==> src/rtl/reg_file_if.sv <==
// Register-file port bundle.
// Decode/writeback side drives master; reg_file takes slave.
interface reg_file_if #(
  parameter int XLEN = 32
);
  logic [4:0]      rs1_addr;
  logic            rs1_rden;
  logic [4:0]      rs2_addr;
  logic            rs2_rden;
  logic            stall;
  logic [4:0]      rd_addr;
  logic            rd_wren;
  logic [XLEN-1:0] rd_data;
  logic [XLEN-1:0] rs1_data;
  logic [XLEN-1:0] rs2_data;
  logic            rs1_valid;
  logic            rs2_valid;

  modport master (
    output rs1_addr, rs1_rden,
    output rs2_addr, rs2_rden,
    output stall,
    output rd_addr, rd_wren, rd_data,
    input  rs1_data, rs2_data,
    input  rs1_valid, rs2_valid
  );

  modport slave (
    input  rs1_addr, rs1_rden,
    input  rs2_addr, rs2_rden,
    input  stall,
    input  rd_addr, rd_wren, rd_data,
    output rs1_data, rs2_data,
    output rs1_valid, rs2_valid
  );
endinterface

==> src/rtl/reg_file.sv <==
// Integer register file: x0 hardwired zero, registered
// 2-read/1-write with same-edge bypass and stall hold.
module reg_file #(
  parameter int XLEN     = 32,
  parameter int NUM_REGS = 32
) (
  input  logic     clk,
  input  logic     rst_n,
  reg_file_if.slave rf
);

  logic [XLEN-1:0] regs_q [1:NUM_REGS-1];

  logic [XLEN-1:0] rs1_data_d, rs1_data_q;
  logic [XLEN-1:0] rs2_data_d, rs2_data_q;
  logic            rs1_valid_q, rs2_valid_q;
  logic [4:0]      rs1_hold_q, rs2_hold_q;
  logic            fwd1, fwd2;

  // Architectural state; reset wins over writeback.
  always_ff @(posedge clk) begin
    if (!rst_n) begin
      for (int i = 1; i < NUM_REGS; i++) begin
        regs_q[i] <= '0;
      end
    end else if (rf.rd_wren && rf.rd_addr != 5'd0) begin
      regs_q[rf.rd_addr] <= rf.rd_data;
    end
  end

  // Port 1 read value, with write-before-read bypass.
  always_comb begin
    rs1_data_d = '0;
    if (rf.rs1_rden && rf.rs1_addr != 5'd0) begin
      if (rf.rd_wren && rf.rd_addr == rf.rs1_addr) begin
        rs1_data_d = rf.rd_data;
      end else begin
        rs1_data_d = regs_q[rf.rs1_addr];
      end
    end
  end

  // Port 2 read value, with write-before-read bypass.
  always_comb begin
    rs2_data_d = '0;
    if (rf.rs2_rden && rf.rs2_addr != 5'd0) begin
      if (rf.rd_wren && rf.rd_addr == rf.rs2_addr) begin
        rs2_data_d = rf.rd_data;
      end else begin
        rs2_data_d = regs_q[rf.rs2_addr];
      end
    end
  end

  // A stalled operand still picks up a late write to its register.
  always_comb begin
    fwd1 = rs1_valid_q && rf.rd_wren &&
           rs1_hold_q != 5'd0 && rf.rd_addr == rs1_hold_q;
    fwd2 = rs2_valid_q && rf.rd_wren &&
           rs2_hold_q != 5'd0 && rf.rd_addr == rs2_hold_q;
  end

  // Output operand registers and held read addresses.
  always_ff @(posedge clk) begin
    if (!rst_n) begin
      rs1_data_q  <= '0;
      rs2_data_q  <= '0;
      rs1_valid_q <= 1'b0;
      rs2_valid_q <= 1'b0;
      rs1_hold_q  <= 5'd0;
      rs2_hold_q  <= 5'd0;
    end else if (!rf.stall) begin
      rs1_data_q  <= rs1_data_d;
      rs2_data_q  <= rs2_data_d;
      rs1_valid_q <= rf.rs1_rden;
      rs2_valid_q <= rf.rs2_rden;
      rs1_hold_q  <= rf.rs1_rden ? rf.rs1_addr : 5'd0;
      rs2_hold_q  <= rf.rs2_rden ? rf.rs2_addr : 5'd0;
    end else begin
      if (fwd1) rs1_data_q <= rf.rd_data;
      if (fwd2) rs2_data_q <= rf.rd_data;
    end
  end

  assign rf.rs1_data  = rs1_data_q;
  assign rf.rs2_data  = rs2_data_q;
  assign rf.rs1_valid = rs1_valid_q;
  assign rf.rs2_valid = rs2_valid_q;

endmodule
==> src/flat_wrapper.sv <==
// flat-port wrapper written by rule: the top's interface ports become plain ports
module reg_file_flat 
#(
  parameter int XLEN     = 32,
  parameter int NUM_REGS = 32
)
  (clk, rst_n, rf_rs1_addr, rf_rs1_rden, rf_rs2_addr, rf_rs2_rden, rf_stall, rf_rd_addr, rf_rd_wren, rf_rd_data, rf_rs1_data, rf_rs2_data, rf_rs1_valid, rf_rs2_valid);
  reg_file_if #(.XLEN(XLEN)) rf_i ();
  input  logic clk;
  input  logic rst_n;
  input wire logic [$bits(rf_i.rs1_addr)-1:0] rf_rs1_addr;
  input wire logic [$bits(rf_i.rs1_rden)-1:0] rf_rs1_rden;
  input wire logic [$bits(rf_i.rs2_addr)-1:0] rf_rs2_addr;
  input wire logic [$bits(rf_i.rs2_rden)-1:0] rf_rs2_rden;
  input wire logic [$bits(rf_i.stall)-1:0] rf_stall;
  input wire logic [$bits(rf_i.rd_addr)-1:0] rf_rd_addr;
  input wire logic [$bits(rf_i.rd_wren)-1:0] rf_rd_wren;
  input wire logic [$bits(rf_i.rd_data)-1:0] rf_rd_data;
  output wire logic [$bits(rf_i.rs1_data)-1:0] rf_rs1_data;
  output wire logic [$bits(rf_i.rs2_data)-1:0] rf_rs2_data;
  output wire logic [$bits(rf_i.rs1_valid)-1:0] rf_rs1_valid;
  output wire logic [$bits(rf_i.rs2_valid)-1:0] rf_rs2_valid;
  assign rf_i.rs1_addr = rf_rs1_addr;
  assign rf_i.rs1_rden = rf_rs1_rden;
  assign rf_i.rs2_addr = rf_rs2_addr;
  assign rf_i.rs2_rden = rf_rs2_rden;
  assign rf_i.stall = rf_stall;
  assign rf_i.rd_addr = rf_rd_addr;
  assign rf_i.rd_wren = rf_rd_wren;
  assign rf_i.rd_data = rf_rd_data;
  assign rf_rs1_data = rf_i.rs1_data;
  assign rf_rs2_data = rf_i.rs2_data;
  assign rf_rs1_valid = rf_i.rs1_valid;
  assign rf_rs2_valid = rf_i.rs2_valid;
  reg_file #(.XLEN(XLEN), .NUM_REGS(NUM_REGS)) u_core (.clk(clk), .rst_n(rst_n), .rf(rf_i));
endmodule
==> config.mk <==
export PLATFORM = sky130hd
export DESIGN_NAME = reg_file_flat
export DESIGN_NICKNAME = d
export VERILOG_FILES = /design/src/rtl/reg_file_if.sv /design/src/rtl/reg_file.sv /design/src/flat_wrapper.sv
export SDC_FILE = /design/constraint.sdc
export NUM_CORES = 2
export LEC_CHECK = 0
export CORE_MARGIN = 2
export CORE_UTILIZATION = 50
export DETAILED_ROUTE_END_ITERATION = 16
export PLACE_DENSITY = 0.66
export SYNTH_ARGS = -nofsm -noshare
export SYNTH_HDL_FRONTEND = slang
export SYNTH_SLANG_ARGS = --single-unit
export TNS_END_PERCENT = 5
==> constraint.sdc <==
create_clock -name clk -period 4.2 [get_ports clk]
set_input_delay 0.42 -clock clk [delete_from_list [all_inputs] [get_ports clk]]
set_output_delay 0.42 -clock clk [all_outputs]
set_load 0.02 [all_outputs]
* Word-level counts from Yosys, hierarchy flattened
Memories as Yosys holds them, arrays and structs flattened.
Index checks and enable logic that the tools add are counted.
** Operators by class
- Equal/unequal tests :: 6
- Muxes and demuxes :: 17
- Reductions and logical operators :: 17
** Operator list (count)
- two-way mux 32 bit :: 9
- OR reduction 32 bit :: 1
- nonzero test 5 bit :: 5
- == test 5 bit :: 4
- two-way mux 5 bit :: 3
- logical AND 1 bit :: 11
- two-way mux 1 bit :: 5
- inequality test 2 x 1 -> 1 bit, second input constant :: 2
** Storage, ports and cells
- Bits in registers :: 76
- Memories kept :: 1
- Output and inout bits :: 66
- Word-level logic and storage cells :: 47
- RAM bits :: 992
** Memories
- u_core.regs_q :: words 31, bits a word 32, rd ports 2, clocked after Yosys merged registers in 0, wr ports 31, RTL line reg_file.sv:12 : logic [XLEN-1:0] regs_q [1:NUM_REGS-1];

* Logic depth before layout (Yosys ltp)
- Word-level depth :: 7
- Depth in mapped cells :: 10
- Gate-level depth less buffers :: 5

* Worst setup path before layout
OpenSTA, ideal clock, no wires.
- Kind :: input-to-reg
- From :: input port rf_rd_addr[2]
- To :: memory u_core.regs_q[28][0], enable pin
- Setup slack :: 0.069 ns
- Stages :: 6
- Buffers on the path :: 3
- Arrival :: 3.665 ns
- Setup time :: 0.466 ns
- Path through :: buf_1 -> or3_1 -> clkbuf_1 -> nand2_1 -> clkbuf_1 -> o21ai_0
** RTL lines
- start: declaration :: RTL line flat_wrapper.sv:16 : input wire logic [$bits(rf_i.rd_addr)-1:0] rf_rd_addr;
- end: declaration :: RTL line reg_file.sv:12

* Worst setup path after layout
- From :: input port rf_rs2_addr[2]
- To :: register u_core.rs2_data_q[16] (netlist: u_core.rf.rs2_data[16])
** On the way
- Longest elaborated chain between the ends :: 5
** Ends and longest elaborated chain
- start: declaration :: RTL line flat_wrapper.sv:13 : input wire logic [$bits(rf_i.rs2_addr)-1:0] rf_rs2_addr;
- parallel branches: the longest is 3 deep, another holds memory read (31 x 32 bit)
- two-way mux 32 bit (*) :: RTL line reg_file.sv:46 : if (rf.rs2_rden && rf.rs2_addr != 5'd0) begin
- two-way mux 32 bit (*) :: RTL line reg_file.sv:72 : end else if (!rf.stall) begin
- end signal: assignment :: RTL line reg_file.sv:74 : rs2_data_q <= rs2_data_d;
- end signal: assignment :: RTL line reg_file.sv:81 : if (fwd2) rs2_data_q <= rf.rd_data;
- end: declaration :: RTL line reg_file.sv:15 : logic [XLEN-1:0] rs2_data_d, rs2_data_q;
Mark *: on every way between the ends.
A chain may end at the register's enable or synchronous reset.

==> summary.md <==
| Metric | Value |
|---|---|
| Y dimension of the die | `346 um` |
| Critical register-to-register path startpoint | `u_core.rs2_hold_q[3]` |
| Synthesized-area fraction occupied by and/or/nand/nor cells | `0.140` |
| Syn-to-layout area delta | `13.3%` |
| Required @ worst endpoint | `4.84 ns` |
| Part of the Yosys area used for sequential elements | `0.551` |
| Post-CTS Setup Bufs | `0` |
| Largest net degree at the start of global routing | `76` |
| Layout cell share with drive strength beyond 1 | `0.223` |
| Signal arrival time at the worst endpoint | `3.54 ns` |
| List of cells traversed by the critical path | `clkdlybuf4s50_1 > buf_4 > and2_2 > buf_4 > a22oi_1 > nand3_1 > a2111oi_0 > nor3_1` |
| Headroom to the max-slew limit | `0.118` |
| Final setup violation count | `0` |
| Cells on worst reg2reg path | `6` |
| Final-report max-slew violation count | `0` |
| Worst setup SP type | `primary input` |
| Full die area | `0.120 sq mm` |
| Cell seen most often among critical-path stages | `buf_4` |
| Adder-cell share of the synthesized area | `0` |
| Area of the core region | `0.116 sq mm` |
| Type of the worst setup path | `in2reg` |
| Hold buffer count at CTS | `0` |
| Routed WL | `220000 um` |
| Most area-hungry cell type in the Yosys netlist | `edfxtp_1` |
| Unrepaired setup endpoints after global routing | `false` |
| Initial antenna violation count | `17` |
| Buffers on Ports | `118` |
| Number of remaining DRC errors | `0` |
| Launch point of the worst path | `rf_rs2_addr[2]` |
| Power Dens Cells | `406 mW/mm^2` |
| Number of top-level design ports | `119` |
| Crit-path max FO | `26` |
| Path length in cells of the critical path | `8` |
| Number of CTS-inserted buffers | `118` |
| Final critical-path required period | `2.90 ns` |
| Kind of end point of the critical path | `register` |
| Synthesized instance count | `4262` |
| Max-cap violation count | `0` |
| Initial cell density of the core | `0.504` |
| Post-synth top flop | `edfxtp_1` |
| Post-cts repair resize count | `0` |
| Pleak | `23.1 nW` |
| Number of core rows | `125` |
| Status | `finished, final reports clean` |
| Delay-heaviest family, CP | `simple AND/OR/NAND/NOR gates` |
| Post-synthesis xor/xnor area fraction | `0.00269` |
| Ratio of final minimum period to clock period | `0.690` |
| Final sum of negative setup slack | `0 ns` |
| TritonCTS clock tree | `done` |
| Class of the worst hold path | `in2reg` |
| Main combinational cell family by area after synthesis | `multiplexers` |
| Iter 0 DRT Violations | `7068` |
| Clock Sink Count | `1100` |
| Compound-gate portion of the synthesized area | `0.0792` |
| Capture point of the critical path | `u_core.rf.rs2_data[16]` |
| Netlist area before placement | `0.0586 sq mm` |
| Global Route Usage Sum | `0.362` |
| Hold slack | `0.0979 ns` |
| Post-DP HPWL | `134000 um` |
| Reg-to-reg slack, setup | `1.36 ns` |
| Remaining Overflow, GRT | `0` |
| Number of global-route vias before repair | `40900` |
| Depth of the CTS H-tree | `3` |
| Total vias in the final route | `41900` |
| DR WL/cell | `37.0 um` |
| Detailed-routing iteration count for the pre-antenna-repair pass | `7` |
| Number of library cell types mapped by synthesis | `63` |
| Mean area per synthesized cell | `13.7 sq um` |
| Post-synth EDFFs | `1024` |
| Global-route wire length before repair | `307000 um` |
| Post-detailed-route count of antenna-violating nets | `0` |
| Cell types with the largest area share after synthesis | `edfxtp_1 (53%), mux4_2 (12%), and2_1 (11%)` |
| Transition time of the tightest slew-check pin | `1.32 ns` |
| CP bufs+invs | `3` |
| Clock insertion delay at the later pin of the skew report | `0.74 ns` |
| Area fraction of the dominant cell type after synthesis | `0.525` |
| FF+latch count, synth | `1100` |
| Slowest library cell on the worst path | `and2_2` |
| Routability congestion estimate | `1.01` |
| Maximum buffer depth of the clock tree | `3` |
| Number of hold-slack violations in the final timing report | `0` |
| R2R Path End | `u_core.rf.rs2_data[11]` |
| Mux cell area share after synthesis | `0.192` |
| Via density | `7.05` |
| Clock Root Buffer | `clkbuf_16` |
| Width of the chip | `346 um` |
| Worst Skew | `0.0244 ns` |
| Synth async-reset ratio | `0` |
| Maximum cell stage delay along the critical path | `1.13 ns` |
| Number of warning messages in the yosys log | `0` |
| Peak supply drop | `0.406 mV` |
| Number of nets at the end of the flow | `4365` |
| Clk slew on worst S/H paths | `0.06 ns` |
| Achievable frequency | `345 MHz` |
-- power breakdown --
| part | switching [W] | total [W] | internal (W) |
|---|---|---|---|
| logic | 0.00210 | 0.00345 | 0.00134 |
| registers | 0.000403 | 0.0130 | 0.0126 |
| clock network | 0.00448 | 0.0105 | 0.00604 |
| total | 0.00699 | 0.0270 | 0.0200 |
-- state kept, by name (all words and copies together) (netlist names) --
| register | count |
|---|---|
| u_core.rs2_hold_q | 5 |
| u_core.rf.rs2_valid | 1 |
| u_core.rf.rs1_valid | 1 |
| u_core.rs1_hold_q | 5 |
| u_core.rf.rs2_data | 32 |
| u_core.rf.rs1_data | 32 |
| u_core.regs_q | 1024 |
-- cell families (layout without fill, tap and decap cells) --
kind of cell / after synthesis / count (layout)
multiplexers: 703 / 703
XOR/XNOR: 18 / 18
buffers and inverters: 461 / 579
other: 1 / 37
AO/OA/AOI/OAI: 598 / 598
AND/OR/NAND/NOR: 1381 / 1381
flip-flops: 1100 / 1100
-- final cells by class --
| type | count | area, sq um |
|---|---|---|
| inverter | 2 | 7.51 |
| antenna | 5 | 12.5 |
| clock inverter | 53 | 489 |
| sequential | 1100 | 32300 |
| fill | 9299 | 49800 |
| clock buffer | 166 | 3330 |
| tap | 1524 | 1910 |
| timing repair buffer | 358 | 3340 |
| multi-input combinational | 2732 | 25000 |
-- synthesized netlist by cell type (20+ instances only) --
library cell / count
edfxtp_1: 1024
and2_1: 1021
clkbuf_1: 333
mux4_2: 321
mux2i_1: 228
mux2_2: 151
nand2_1: 115
o21ai_0: 106
a211oi_1: 92
dfxtp_1: 76
buf_2: 73
a22o_1: 60
a22oi_1: 55
nor2_1: 53
a211o_1: 52
o221ai_1: 43
nand3_1: 41
nor3_1: 37
o22a_1: 35
nand4_1: 34
a221oi_1: 31
a2111oi_0: 28
a222oi_1: 23
buf_4: 20
-- through the flow --
stage	power [W]	cell area, sq um	instances	util	worst slack, ns
2_1_floorplan	0.0150	58700	4293	-	0.0690
3_3_place_gp	0.0165	62500	5716	0.538	0.766
3_5_place_dp	0.0165	62500	5716	0.538	0.737
4_1_cts	0.0268	66400	5935	0.571	1.46
5_1_grt	0.0275	66400	5936	0.571	1.21
6_report	0.0270	66400	5940	0.571	1.30
-- cells in the final DEF, fill, tap and decap left out, types with 92 or more instances in the layout --
cell,instances
edfxtp_1,1024
clkbuf_16,124
mux2i_1,228
mux2_2,151
a211oi_1,92
mux4_2,321
and2_1,1019
nand2_1,115
clkdlybuf4s50_1,109
buf_4,214
-- worst min path at each step --
stage / slack, ns / start / cells past startpoint / endpoint
after floorplan: 0.52 / rf_rd_data[0] / 0 / u_core.regs_q[0][0]
after global placement: 0.52 / u_core.rf.rs2_valid / 2 / u_core.rf.rs2_valid
after detailed placement: 0.53 / u_core.rf.rs2_valid / 2 / u_core.rf.rs2_valid
after CTS: 0.07 / rst_n / 2 / u_core.rf.rs1_valid
after global routing: 0.08 / rst_n / 2 / u_core.rf.rs1_valid
final: 0.1 / rst_n / 2 / u_core.rf.rs1_valid
-- per-layer routing --
metal / vias up / share of wire / GRT usage
met5: - / 0.00012 / 0
met4: 4 / 0.072 / 0.215
met3: 763 / 0.14 / 0.102
met2: 3543 / 0.43 / 0.524
met1: 21100 / 0.36 / 0.488
li1: 16500 / - / -
Power figures use the tool's default switching activity.
